$ cat src/rtl/cacheline_adaptor_pkg.sv
// Shared constants, types and state encoding for the cache-line / memory-burst adaptor.
package cacheline_adaptor_pkg;

    localparam int LINE_WIDTH  = 256;
    localparam int BURST_WIDTH = 64;
    localparam int BEATS       = LINE_WIDTH / BURST_WIDTH;
    localparam int CNT_W       = $clog2(BEATS);
    localparam int BEAT_LSB_W  = $clog2(BURST_WIDTH);
    localparam int OFFSET_BITS = $clog2(LINE_WIDTH / 8);

    typedef logic [LINE_WIDTH-1:0]  cacheline_t;
    typedef logic [BURST_WIDTH-1:0] burst_t;

    typedef enum logic [2:0] {
        IDLE    = 3'd0,
        RD      = 3'd1,
        RD_DONE = 3'd2,
        WR      = 3'd3,
        WR_DONE = 3'd4
    } cla_state_t;

endpackage

$ cat src/rtl/cacheline_adaptor_if.sv
// Cache-side line signals and memory-side burst signals of the adaptor.
interface cacheline_adaptor_if;
    import cacheline_adaptor_pkg::*;

    cacheline_t  line_i;
    cacheline_t  line_o;
    logic [31:0] address_i;
    logic        read_i;
    logic        write_i;
    logic        resp_o;
    burst_t      burst_i;
    burst_t      burst_o;
    logic [31:0] address_o;
    logic        read_o;
    logic        write_o;
    logic        resp_i;

    // The adaptor is the slave; the cache/memory environment is the master.
    modport slave (
        input  line_i, address_i, read_i, write_i, burst_i, resp_i,
        output line_o, resp_o, burst_o, address_o, read_o, write_o
    );

    modport master (
        output line_i, address_i, read_i, write_i, burst_i, resp_i,
        input  line_o, resp_o, burst_o, address_o, read_o, write_o
    );

endinterface

$ cat src/rtl/cacheline_adaptor.sv
// Converts 256-bit line fills/writebacks into 4-beat 64-bit memory bursts.
module cacheline_adaptor
    import cacheline_adaptor_pkg::*;
(
    input  logic                clk,
    input  logic                rst_n,
    cacheline_adaptor_if.slave  bus
);

    localparam logic [CNT_W-1:0] LAST_BEAT = CNT_W'(BEATS - 1);

    cla_state_t               state;
    cla_state_t               state_next;
    logic [CNT_W-1:0]         count;
    logic [31:0]              addr_q;
    cacheline_t               rd_line;
    cacheline_t               wr_line;
    logic [$clog2(LINE_WIDTH)-1:0] beat_base;

    assign beat_base = {count, {BEAT_LSB_W{1'b0}}};

    always_ff @(posedge clk or negedge rst_n) begin
        if (!rst_n) begin
            state <= IDLE;
        end else begin
            state <= state_next;
        end
    end

    always_comb begin
        state_next = state;
        unique case (state)
            IDLE: begin
                if (bus.write_i) begin
                    state_next = WR;
                end else if (bus.read_i) begin
                    state_next = RD;
                end
            end
            RD:      if (bus.resp_i && count == LAST_BEAT) state_next = RD_DONE;
            RD_DONE: state_next = IDLE;
            WR:      if (bus.resp_i && count == LAST_BEAT) state_next = WR_DONE;
            WR_DONE: state_next = IDLE;
            default: state_next = IDLE;
        endcase
    end

    // Address and write line are captured only on accept, so they stay stable for the burst.
    always_ff @(posedge clk or negedge rst_n) begin
        if (!rst_n) begin
            count   <= '0;
            addr_q  <= '0;
            rd_line <= '0;
            wr_line <= '0;
        end else begin
            unique case (state)
                IDLE: begin
                    if (bus.write_i || bus.read_i) begin
                        addr_q <= {bus.address_i[31:OFFSET_BITS], {OFFSET_BITS{1'b0}}};
                        count  <= '0;
                    end
                    if (bus.write_i) begin
                        wr_line <= bus.line_i;
                    end
                end
                RD: begin
                    if (bus.resp_i) begin
                        rd_line[beat_base +: BURST_WIDTH] <= bus.burst_i;
                        count <= count + 1'b1;
                    end
                end
                WR: begin
                    if (bus.resp_i) begin
                        count <= count + 1'b1;
                    end
                end
                default: ;
            endcase
        end
    end

    always_comb begin
        bus.read_o    = (state == RD);
        bus.write_o   = (state == WR);
        bus.resp_o    = (state == RD_DONE) || (state == WR_DONE);
        bus.burst_o   = (state == WR) ? wr_line[beat_base +: BURST_WIDTH] : '0;
        bus.line_o    = rd_line;
        bus.address_o = addr_q;
    end

endmodule

$ cat src/flat_wrapper.sv
// flat-port wrapper written by rule: the top's interface ports become plain ports
module cacheline_adaptor_flat import cacheline_adaptor_pkg::*;
  (clk, rst_n, bus_line_i, bus_address_i, bus_read_i, bus_write_i, bus_burst_i, bus_resp_i, bus_line_o, bus_resp_o, bus_burst_o, bus_address_o, bus_read_o, bus_write_o);
  cacheline_adaptor_if bus_i ();
  input  logic clk;
  input  logic rst_n;
  input wire logic [$bits(bus_i.line_i)-1:0] bus_line_i;
  input wire logic [$bits(bus_i.address_i)-1:0] bus_address_i;
  input wire logic [$bits(bus_i.read_i)-1:0] bus_read_i;
  input wire logic [$bits(bus_i.write_i)-1:0] bus_write_i;
  input wire logic [$bits(bus_i.burst_i)-1:0] bus_burst_i;
  input wire logic [$bits(bus_i.resp_i)-1:0] bus_resp_i;
  output wire logic [$bits(bus_i.line_o)-1:0] bus_line_o;
  output wire logic [$bits(bus_i.resp_o)-1:0] bus_resp_o;
  output wire logic [$bits(bus_i.burst_o)-1:0] bus_burst_o;
  output wire logic [$bits(bus_i.address_o)-1:0] bus_address_o;
  output wire logic [$bits(bus_i.read_o)-1:0] bus_read_o;
  output wire logic [$bits(bus_i.write_o)-1:0] bus_write_o;
  assign bus_i.line_i = bus_line_i;
  assign bus_i.address_i = bus_address_i;
  assign bus_i.read_i = bus_read_i;
  assign bus_i.write_i = bus_write_i;
  assign bus_i.burst_i = bus_burst_i;
  assign bus_i.resp_i = bus_resp_i;
  assign bus_line_o = bus_i.line_o;
  assign bus_resp_o = bus_i.resp_o;
  assign bus_burst_o = bus_i.burst_o;
  assign bus_address_o = bus_i.address_o;
  assign bus_read_o = bus_i.read_o;
  assign bus_write_o = bus_i.write_o;
  cacheline_adaptor u_core (.clk(clk), .rst_n(rst_n), .bus(bus_i));
endmodule
$ cat config.mk
export PLATFORM = sky130hd
export DESIGN_NAME = cacheline_adaptor_flat
export DESIGN_NICKNAME = d
export VERILOG_FILES = /design/src/rtl/cacheline_adaptor_pkg.sv /design/src/rtl/cacheline_adaptor_if.sv /design/src/rtl/cacheline_adaptor.sv /design/src/flat_wrapper.sv
export SDC_FILE = /design/constraint.sdc
export NUM_CORES = 1
export LEC_CHECK = 0
export CAP_MARGIN = 20
export CORE_ASPECT_RATIO = 0.9
export CORE_UTILIZATION = 30
export CTS_CLUSTER_SIZE = 30
export DETAILED_ROUTE_END_ITERATION = 8
export PLACE_DENSITY_LB_ADDON = 0.12
export SKIP_CTS_REPAIR_TIMING = 1
export SLEW_MARGIN = 25
export SYNTH_ARGS = -nofsm -noshare
export SYNTH_HDL_FRONTEND = slang
export SYNTH_SLANG_ARGS = --single-unit
$ cat constraint.sdc
create_clock -name clk -period 2.5 [get_ports clk]
set_input_delay 0.5 -clock clk [delete_from_list [all_inputs] [get_ports clk]]
set_output_delay 0.5 -clock clk [all_outputs]
set_load 0.05 [all_outputs]
==> flow_metrics.env <==
export IMPL_io_pins=712
export IMPL_rows=97
export IMPL_grt_max_degree=78
export IMPL_antenna_found_initial=28
export IMPL_ys_types=33
export IMPL_grt_pass1_vias=19200
export IMPL_reg2reg_setup_slack_ps=220
export IMPL_grtUsageTotal=0.206
export IMPL_clockBufferDepth=3
export IMPL_hp_class="primary input to asynchronous set/reset pin"
export IMPL_synthArstFlopShare=1.00
export IMPL_dp_hpwl_mm=58.7
export IMPL_post_drt_wl_per_cell_um=22.8
export IMPL_layout_drive_gt1_share=0.254
export IMPL_grt_pass1_wl_mm=127
export IMPL_drtPass1Iterations=7
export IMPL_routed_wirelength_mm=84.7
export IMPL_overflow=0
export IMPL_status="finished, violations left"
export IMPL_cts_root_buffer_cell="clkbuf_16"
export IMPL_drc=0
export IMPL_met2_length_mm=41.9
export IMPL_avgSynthCellArea_um2=12.2
export IMPL_violations="negative setup slack"
export IMPL_r2r_end="u_core.bus.line_o[200]"
export IMPL_die_w_um=299
export IMPL_worst_slew_pin_slew_ps=710
export IMPL_gp_congestion=0.836
export IMPL_yosys_warnings=0
export IMPL_power_density_nw_per_um2=1540
export IMPL_vias=18300
export IMPL_max_slew_margin_rel=0.526
export IMPL_critical_path_slowest_cell="mux4_2"
export IMPL_postSynthCellCount=1945
export IMPL_worstPathRequired_ps=2000
export IMPL_ys_ff_latch=544
export IMPL_final_area_um2=35200
export IMPL_ys_seq_area_frac=0.572
export IMPL_worstPathCellList="buf_12 > buf_16 > mux4_2 > and3_4 > buf_6"
export IMPL_ant_nets=0
export IMPL_syn_cell_area_um2=23800
export IMPL_initial_core_util=0.305
export IMPL_hold_viol=0
export IMPL_htreeDepth=2
export IMPL_drtIter0Drc=1022
export IMPL_io_buffers=701
export IMPL_die_h_um=269
export IMPL_max_cap_viol_count=0
export IMPL_fin_crit_ps=2790
export IMPL_cts_tree="yes"
export IMPL_stdcell_count=3720
export IMPL_wl_met1_mm=33.6
export IMPL_area_growth_syn_to_layout_pct=47.7
export IMPL_power_leakage_nw=14.2
export IMPL_end_kind="output port"
export IMPL_viasPerCell=4.92
export IMPL_dpl_cell_area_um2=32400
export IMPL_mostFrequentLayoutCells="632 x clkdlybuf4s50_1, 541 x dfrtp_1, 282 x mux2_2, 259 x inv_1, 257 x o21ai_0"
export IMPL_fin_crit_sh=1.12
export IMPL_clock_sinks=544
export IMPL_highest_layer="met5"
export IMPL_drv_slew=0
export IMPL_setup_viol=64
export IMPL_worstSetupPathType="flop to output port"
export IMPL_dp_cells=3583
export IMPL_reg2reg_depth=7
export IMPL_clock_skew_ps=24.5
export IMPL_fin_ws_ps=-291
export IMPL_fmax_mhz=358
export IMPL_cts_buffers=61
export IMPL_final_common_cell="clkdlybuf4s50_1"
export IMPL_ir_drop_mv=0.901
export IMPL_rsz0062_at_grt="yes"
export IMPL_num_nets_final=2980
export IMPL_crit_fanout=7
export IMPL_die_area_um2=80500
export IMPL_arrival_ps=2290
export IMPL_clk_latency_ps=630
export IMPL_start_kind="flop"
export IMPL_synth_flop_cell="dfrtp_1"
export IMPL_route_met3_wl_mm=6.70
export IMPL_clk_pin_slew_ps=60
export IMPL_fin_util=0.450
export IMPL_reg2reg_from="u_core.count[0]"
export IMPL_fillers=7248
export IMPL_slowest_delay_ps=520
export IMPL_core_um2=78200
export IMPL_synth_edf_count=0
-- worst max-delay path by stage --
| stage | start | endpoint | slack [ps] |
|---|---|---|---|
| after floorplan | u_core.state[1] | bus_read_o | 140 |
| after global placement | bus_resp_i | u_core.bus.line_o[18] | 160 |
| after detailed placement | u_core.count[0] | bus_burst_o[25] | 140 |
| after CTS | u_core.count[0] | bus_burst_o[21] | -570 |
| after global routing | u_core.count[0] | bus_burst_o[21] | -390 |
| final | u_core.count[0] | bus_burst_o[21] | -290 |
-- kinds of logic (layout without fill, tap and decap cells) --
family	Yosys count	count (layout)	share of synthesized area
flops	544	544	0.572
buf+inv	438	1155	0.0828
mux	347	347	0.194
simple gates	347	347	0.0925
compound gates	262	262	0.0556
fa+ha+maj	5	5	0.00263
other cells	1	20	0.000157
xor+xnor	1	1	0.000368
-- worst max-delay path, delay by kind of cell (launching register included) --
| family | cells | cell delay, ps |
|---|---|---|
| and+or+nand+nor | 1 | 200 |
| buffers and inverters | 3 | 460 |
| muxes | 1 | 520 |
| DFF | 1 | 480 |
-- stage by stage --
step	hold slack [ps]	power, mW	worst slack, ps	setup TNS (ps)
after global placement	477	43.8	156	0
after global routing	446	56.9	-387	-22820
final	449	54.3	-291	-16510
after CTS	-184	53.7	-568	-31560
after floorplan	204	33.3	137	0
after detailed placement	476	44.2	144	0
-- metal layers --
metal	global-route usage	up-vias
met5	0	-
met4	0.0640	28
met3	0.0637	139
met2	0.347	639
met1	0.250	9243
li1	-	8239
-- flip-flops by register name, summed over array words and instances (netlist names) --
signal	flops
u_core.count	2
u_core.bus.address_o	27
u_core.state	3
u_core.bus.line_o	256
u_core.wr_line	256
-- cell usage after synthesis (2+ instances only) --
cell / count / area share
buf_1: 4 / 0.00063
buf_4: 17 / 0.0054
mux2_2: 282 / 0.13
inv_1: 259 / 0.041
ha_1: 5 / 0.0026
buf_2: 68 / 0.014
clkbuf_1: 66 / 0.010
and2_1: 4 / 0.0011
nor2_1: 6 / 0.00095
and4bb_2: 2 / 0.0011
and3_1: 64 / 0.017
buf_6: 24 / 0.011
dfrtp_1: 544 / 0.57
nand4_1: 256 / 0.067
mux4_2: 64 / 0.061
nand2_1: 4 / 0.00063
o21ai_0: 257 / 0.054
nor3b_1: 3 / 0.00095
nor4b_1: 2 / 0.00074
-- area by class of cell --
class                           count  area [µm²]  share of cell area
Inverter                          259         972              0.0276
Timing Repair Buffer              785        8570               0.244
Sequential cell                   544       13600               0.387
Clock buffer                       95        1850              0.0527
Tap cell                         1039        1300              0.0369
Antenna cell                       15        37.5             0.00107
Clock inverter                     16         206             0.00587
Multi-Input combinational cell    967        8620               0.245
-- report_power, final --
part	total, mW	internal (mW)	switching [mW]
registers	15.6	13.1	2.45
clock network	9.26	5.48	3.77
logic	29.5	11.7	17.8
Note: power is estimated with default switching activity, not from simulation.
